### src/rtl/seq_bit_tx.sv
// seq_bit_tx: captures a parallel pattern and shifts it out MSB-first, optionally repeated
module seq_bit_tx #(
    parameter int MAX_LEN = 16,
    parameter int LW      = $clog2(MAX_LEN + 1),
    parameter int RW      = 4
) (
    input  logic               clk,
    input  logic               rst,
    input  logic               start,
    input  logic [MAX_LEN-1:0] data_in,
    input  logic [LW-1:0]      len,
    input  logic [RW-1:0]      repeat_cnt,
    output logic               output_bit,
    output logic               bit_valid,
    output logic               busy,
    output logic               done
);
    localparam int IW = $clog2(MAX_LEN);
    typedef enum logic [1:0] {IDLE, SHIFT, DONE} state_t;
    state_t state, state_n;
    logic [MAX_LEN-1:0] sreg, sreg_n;
    logic [IW-1:0] idx, idx_n, last, last_n;
    logic [RW-1:0] reps, reps_n;
    logic [LW-1:0] len_eff;
    assign len_eff = (len > LW'(MAX_LEN)) ? LW'(MAX_LEN) : len;
    // next-state logic: capture in IDLE, count bits and repetitions in SHIFT
    always_comb begin
        state_n = state;
        sreg_n  = sreg;
        idx_n   = idx;
        last_n  = last;
        reps_n  = reps;
        if (state == IDLE) begin
            if (start) begin
                sreg_n  = data_in;
                last_n  = IW'(len_eff - LW'(1));
                idx_n   = IW'(len_eff - LW'(1));
                reps_n  = repeat_cnt;
                state_n = (len_eff != '0) ? SHIFT : DONE;
            end
        end else if (state == SHIFT) begin
            if (idx != '0) begin
                idx_n = idx - IW'(1);
            end else if (reps != '0) begin
                reps_n = reps - RW'(1);
                idx_n  = last;
            end else begin
                state_n = DONE;
            end
        end else begin
            state_n = IDLE;
        end
    end
    // state and registered Moore outputs derived from the upcoming state
    always_ff @(posedge clk or negedge rst) begin
        if (!rst) begin
            state      <= IDLE;
            sreg       <= '0;
            idx        <= '0;
            last       <= '0;
            reps       <= '0;
            output_bit <= 1'b0;
            bit_valid  <= 1'b0;
            busy       <= 1'b0;
            done       <= 1'b0;
        end else begin
            state      <= state_n;
            sreg       <= sreg_n;
            idx        <= idx_n;
            last       <= last_n;
            reps       <= reps_n;
            output_bit <= (state_n == SHIFT) & sreg_n[idx_n];
            bit_valid  <= state_n == SHIFT;
            busy       <= state_n != IDLE;
            done       <= state_n == DONE;
        end
    end
endmodule

### config.mk
export PLATFORM = sky130hd
export DESIGN_NAME = seq_bit_tx
export DESIGN_NICKNAME = d
export VERILOG_FILES = /design/src/rtl/seq_bit_tx.sv
export SDC_FILE = /design/constraint.sdc
export NUM_CORES = 1
export LEC_CHECK = 0
export CORE_UTILIZATION = 56
export DETAILED_ROUTE_END_ITERATION = 7
export GPL_TIMING_DRIVEN = 0
export HOLD_SLACK_MARGIN = 0.08
export PLACE_DENSITY = 0.8
export SYNTH_ARGS = -nofsm -noshare
export SYNTH_HDL_FRONTEND = slang
export SYNTH_SLANG_ARGS = --single-unit
### constraint.sdc
create_clock -name clk -period 6.6 [get_ports clk]
set_input_delay 1.32 -clock clk [delete_from_list [all_inputs] [get_ports clk]]
set_output_delay 1.32 -clock clk [all_outputs]
set_load 0.02 [all_outputs]
; After elaboration in Yosys (flattened, before gate mapping)
; Index checks and enable logic that the tools add are counted.
; W data, S select, Z words.
[totals]
reg_bits = 34
in_bits = 28
out_inout_bits = 4
word_cells = 50
[op_classes]
n_addsub = 3
order_cmp = 2
eq_ne = 5
mux = 21
bitwise_logic = 1
n_reduce_logical = 9
[ops]
columns = operator, n
row1 = $mux W4, 10
row2 = $mux W16, 2
row3 = $mux W2, 6
row4 = $sub A4 B1 Y4 const B, 3
row5 = $reduce_bool A4 Y1, 2
row6 = $reduce_bool A2 Y1, 3
row7 = $gt A5 B5 Y1 const B, 1
row8 = $lt A4 B5 Y1 const B, 1
row9 = $mux W5, 1
row10 = $reduce_bool A5 Y1, 1
row11 = $bmux W1 S4, 1
row12 = $eq A2 B1 Y1 const B, 2
row13 = $ne A2 B2 Y1 const B, 2
row14 = $reduce_and A4 Y1, 1
row15 = $eq A2 B2 Y1 const B, 1
row16 = $logic_not A2 Y1, 1
row17 = $reduce_and A2 Y1, 1
row18 = $and A1 B1 Y1, 1
row19 = $mux W1, 1

; Longest topological paths before layout
[logic_depth]
depth_word = 8
mapped_depth = 11
mapped_depth_nobuf = 10

; Worst setup path before layout
; Ideal clock, no wire load.
[synth_path]
kind = input port to flip-flop
start = in len[0]
end = reg output_bit
setup_ns = 0.124
t_arrival_ns = 2.758
setup_slack_ns = 3.718
stages = 8
path_buffers = 0
cell_sequence = or2b_2 -> ha_1 -> xnor2_1 -> a21oi_1 -> o21bai_2 -> or2_2 -> o221ai_2 -> a21oi_2
[synth_via]
elab_chain_len = 8
elab_cells_between_ends = 13
cone_classes = add/sub: 1 / order compare: 1 / eq/ne: 1 / mux: 8 / bitwise: 1 / reduce/logical: 1
[synth_rtl]
columns = element, line
row1 = from (decl), 11  ; input logic [LW-1:0] len,
row2 = $gt A5 B5 Y1, 25  ; assign len_eff = (len > LW'(MAX_LEN)) ? LW'(MAX_LEN) : len;
row3 = $mux W5 *, 25
row4 = $sub A4 B1 Y4 *, 37  ; idx_n = IW'(len_eff - LW'(1));
row5 = $mux W4 *, 34  ; if (start) begin
row6 = $mux W4 *, 33  ; if (state == IDLE) begin
row7 = net idx_n[2], 22  ; logic [IW-1:0] idx, idx_n, last, last_n;
row8 = $bmux W1 S4 *, 72  ; output_bit <= (state_n == SHIFT) & sreg_n[idx_n];
row9 = $mux W1 (not written as such) *, 72
row10 = $and A1 B1 Y1 *, 72
row11 = to (signal assigned), 72
row12 = to (decl), 13  ; output logic output_bit,
; Mark *: on every way through the listed nets, which the timed path passes. The rest lies on a longest branch. The select of a mux whose other input is x is not followed.
; A chain may end at the register's enable or synchronous reset.

; Worst setup path in the final report
[layout_path]
start = in start
end = reg output_bit
[layout_via]
elab_chain_len = 5
elab_cells_between_ends = 10
cone_classes = eq/ne: 1 / mux: 8 / bitwise: 1
[layout_rtl]
columns = element, line
row1 = from (decl), 9  ; input logic start,
row2 = $mux W16, 34
row3 = $mux W16, 33
row4 = net sreg_n[14], 21  ; logic [MAX_LEN-1:0] sreg, sreg_n;
row5 = $bmux W1 S4, 72
row6 = $mux W1 (not written as such), 72
row7 = $and A1 B1 Y1, 72
; The timed path passes the listed nets, and every way through them passes these cells. The select of a mux whose other input is x is not followed.

==> summary.md <==
| Metric | Value |
|---|---|
| ANT nets after route | `0` |
| Crit path arrival time | `about 3.6 ns` |
| # setup viols final | `0` |
| Crit. End Element | `flop` |
| Initial antenna violation count | `0` |
| CTS resizes | `0` |
| Placed wire-length estimate | `2632 um` |
| Die X | `~58 um` |
| Clock sink total | `34` |
| Post-synth cell types | `45` |
| Max-slew violation count | `0` |
| Syn nets | `about 190` |
| Syn. warnings | `0` |
| Clock latency at the later pin of the worst-skew pair | `0.34 ns` |
| Power per cell area | `around 460 mW/mm2` |
| Gr usage total | `23.93%` |
| Setup TNS | `0 ns` |
| Worst Tran Pin Value | `about 0.73 ns` |
| First-pass GRT wire length | `between 5000 and 6000 um` |
| Clock-pin slew on the worst setup and hold paths | `around 0.1 ns` |
| Antenna cells | `0` |
| Starting DRT DRC Count | `49` |
| Class of the worst hold path | `flop to flop` |
| Post-CTS Setup Repair Bufs | `0` |
| F_max | `slightly below 300 MHz` |
| Die Area | `around 0.0034 mm2` |
| Critical Path RT | `slightly below 7 ns` |
| Minimum clock period after layout | `approximately 3.4 ns` |
| Post-route clock period utilization | `between 50 and 60%` |
| Max-Cap Viols | `0` |
| Mean post-synth cell area | `11.47 um2` |
| CTS Buffer Depth | `2` |
| Final GP Congestion | `0.8900` |
| H-Tree Depth | `2` |
| Leak | `0.9542 nW` |
| Fin. Hold Viols | `0` |
| Unrepaired setup endpoints after global routing | `no` |
| Synthesized cell area | `roughly 0.0018 mm2` |
| Worst clock skew | `0.004990 ns` |
| Vias in the first global route | `between 1000 and 1500` |
| CTS Buf Count | `5` |
| Die height | `~60 um` |
| WS Path Type | `input pin to flop` |
| Crit Path Max Fanout | `10` |
| CTS tree | `yes` |
| Final Total Pwr | `between 1 and 1.5 mW` |
| Via count normalized by instance count | `~5.6` |
| Grt ovf | `0` |
| Total core area | `about 0.003 mm2` |
| Initial Utilization | `a little under 60%` |
| Main synth FF type | `dfrtp_1` |
| Placed cells | `230` |
| Nets | `roughly 220` |
| Final core occ | `72.73%` |
| Share of cells above drive strength 1 | `between 20% and 30%` |
| Num ports | `32` |
| Number of port buffers | `31` |
| Post-synth EDFFs | `0` |
| Slew HR | `51.46%` |
| Critical Path Source Type | `input pin` |
| Max rail drop VDD | `0.2882 mV` |
| Status | `completed` |
| Largest net degree at the start of global routing | `35` |
| Cell count after synthesis | `about 160` |
| WL/cell | `15.10 um` |
| Synth-to-layout area growth | `23.86%` |
| Row count | `20` |
| Root buffer cell | `clkbuf_4` |
| Async S/R FF share, synth | `100.0%` |
| DRC errors left | `0` |
| Yosys reg bits | `34` |
| Number of iterations in the first detailed-routing pass | `5` |
| Non-Filler Instances | `approximately 240` |
| Sequential fraction of the synthesis area | `a little under half` |
| Cts hold-fix bufs | `0` |
| Total Routed Length | `between 3000 and 4000 um` |
| Via count | `1335` |
-- flip-flops by register name (all words and copies together) (netlist names) --
register	flops
sreg	16
state	2
bit_valid	1
busy	1
last	4
reps	4
output_bit	1
idx	4
done	1
-- cell usage after synthesis, types with 3 or more instances --
cell     number  share of area, %
dfrtp_1      34                48
mux2_2       16                10
mux2i_1      14               7.9
nor2_1       11               2.3
a21oi_1       9               2.5
inv_1         7               1.5
nand2_1       5               1.1
nand3_1       4               1.1
o22ai_1       4               1.4
ha_1          3               2.1
o21ai_0       3              0.84
or2_2         3               1.1
-- power breakdown --
part	switching (mW)	total, mW	leakage (nW)	internal [mW]
sequential	0.0546	0.360	0.401	0.306
clock	0.0722	0.123	0.0343	0.0512
combinational	0.267	0.536	0.519	0.269
-- kinds of logic (layout without fill, tap and decap cells) --
kind of cell	after synthesis	after routing	synth area share (%)
adders and majority gates	3	3	2.111
DFF	34	34	47.85
buffers and inverters	12	51	3.660
and+or+nand+nor	41	41	13.16
xor gates and xnor gates	1	1	0.4927
muxes	30	30	18.02
AOI/OAI and AO/OA	34	34	14.71
-- area by class of cell --
type | instances | area, um2
well taps | 44 | 55.05
repair buffers | 31 | 305.3
multi-input cells | 109 | 862.1
clock inverters | 2 | 12.51
plain buffers | 4 | 32.53
inverters | 8 | 32.53
clock buffers | 6 | 51.30
fillers | 217 | 825.8
flip-flops and latches | 34 | 850.8
-- per-layer routing --
layer	global-route usage, %	share of wire [%]	vias to the layer above
li1	-	-	639
met1	29.03	43	643
met2	40.07	50	42
met3	5.055	3.9	11
met4	12.93	3.1	0
met5	0	0	-
-- critical path, cell delays in order --
cell	delay, ns
clkdlybuf4s50_1	0.55
nor3b_1	0.45
buf_2	0.37
mux2_2	0.38
mux2i_1	0.14
mux2i_1	0.09
mux2i_1	0.20
a21oi_2	0.08
-- cell usage in the layout, fill, tap and decap left out, types with 2 or more instances in the layout --
master           count
dfrtp_1             34
nor3b_1              2
o211ai_1             2
nand3_1              4
or2b_2               2
nand2b_1             2
nor2_1              11
nor3_1               2
nor2b_1              2
buf_6                2
a22o_1               2
mux2_2              16
nand2_1              5
buf_2                3
inv_1                7
clkbuf_4             5
mux2i_1             14
o22ai_1              4
clkdlybuf4s50_1     30
a21oi_1              9
or2_2                3
ha_1                 3
o21ai_0              3
-- metrics by stage --
stage | hold slack, ns | cell area (um2) | setup WS, ns
after floorplan | 0.4382 | 1778 | 3.718
after global placement | 0.4565 | 2143 | 3.008
after detailed placement | 0.4694 | 2138 | 2.895
after CTS | 0.4966 | 2202 | 3.273
after global routing | 0.5242 | 2202 | 3.164
final | 0.4963 | 2202 | 3.232
-- final timing paths --
kind / startpoint / to / slack (ns) / cells past startpoint
max reg2reg: reps[0] / output_bit / 4.10 / 11
max: start / output_bit / 3.23 / 8
min: last[1] / last[1] / 0.50 / 1
min in group asynchronous: rst / done / 1.02 / 1
max in group asynchronous: rst / sreg[0] / 5.11 / 1
min reg2reg: last[1] / last[1] / 0.50 / 1
No activity file was read; power rests on OpenSTA's default activity.
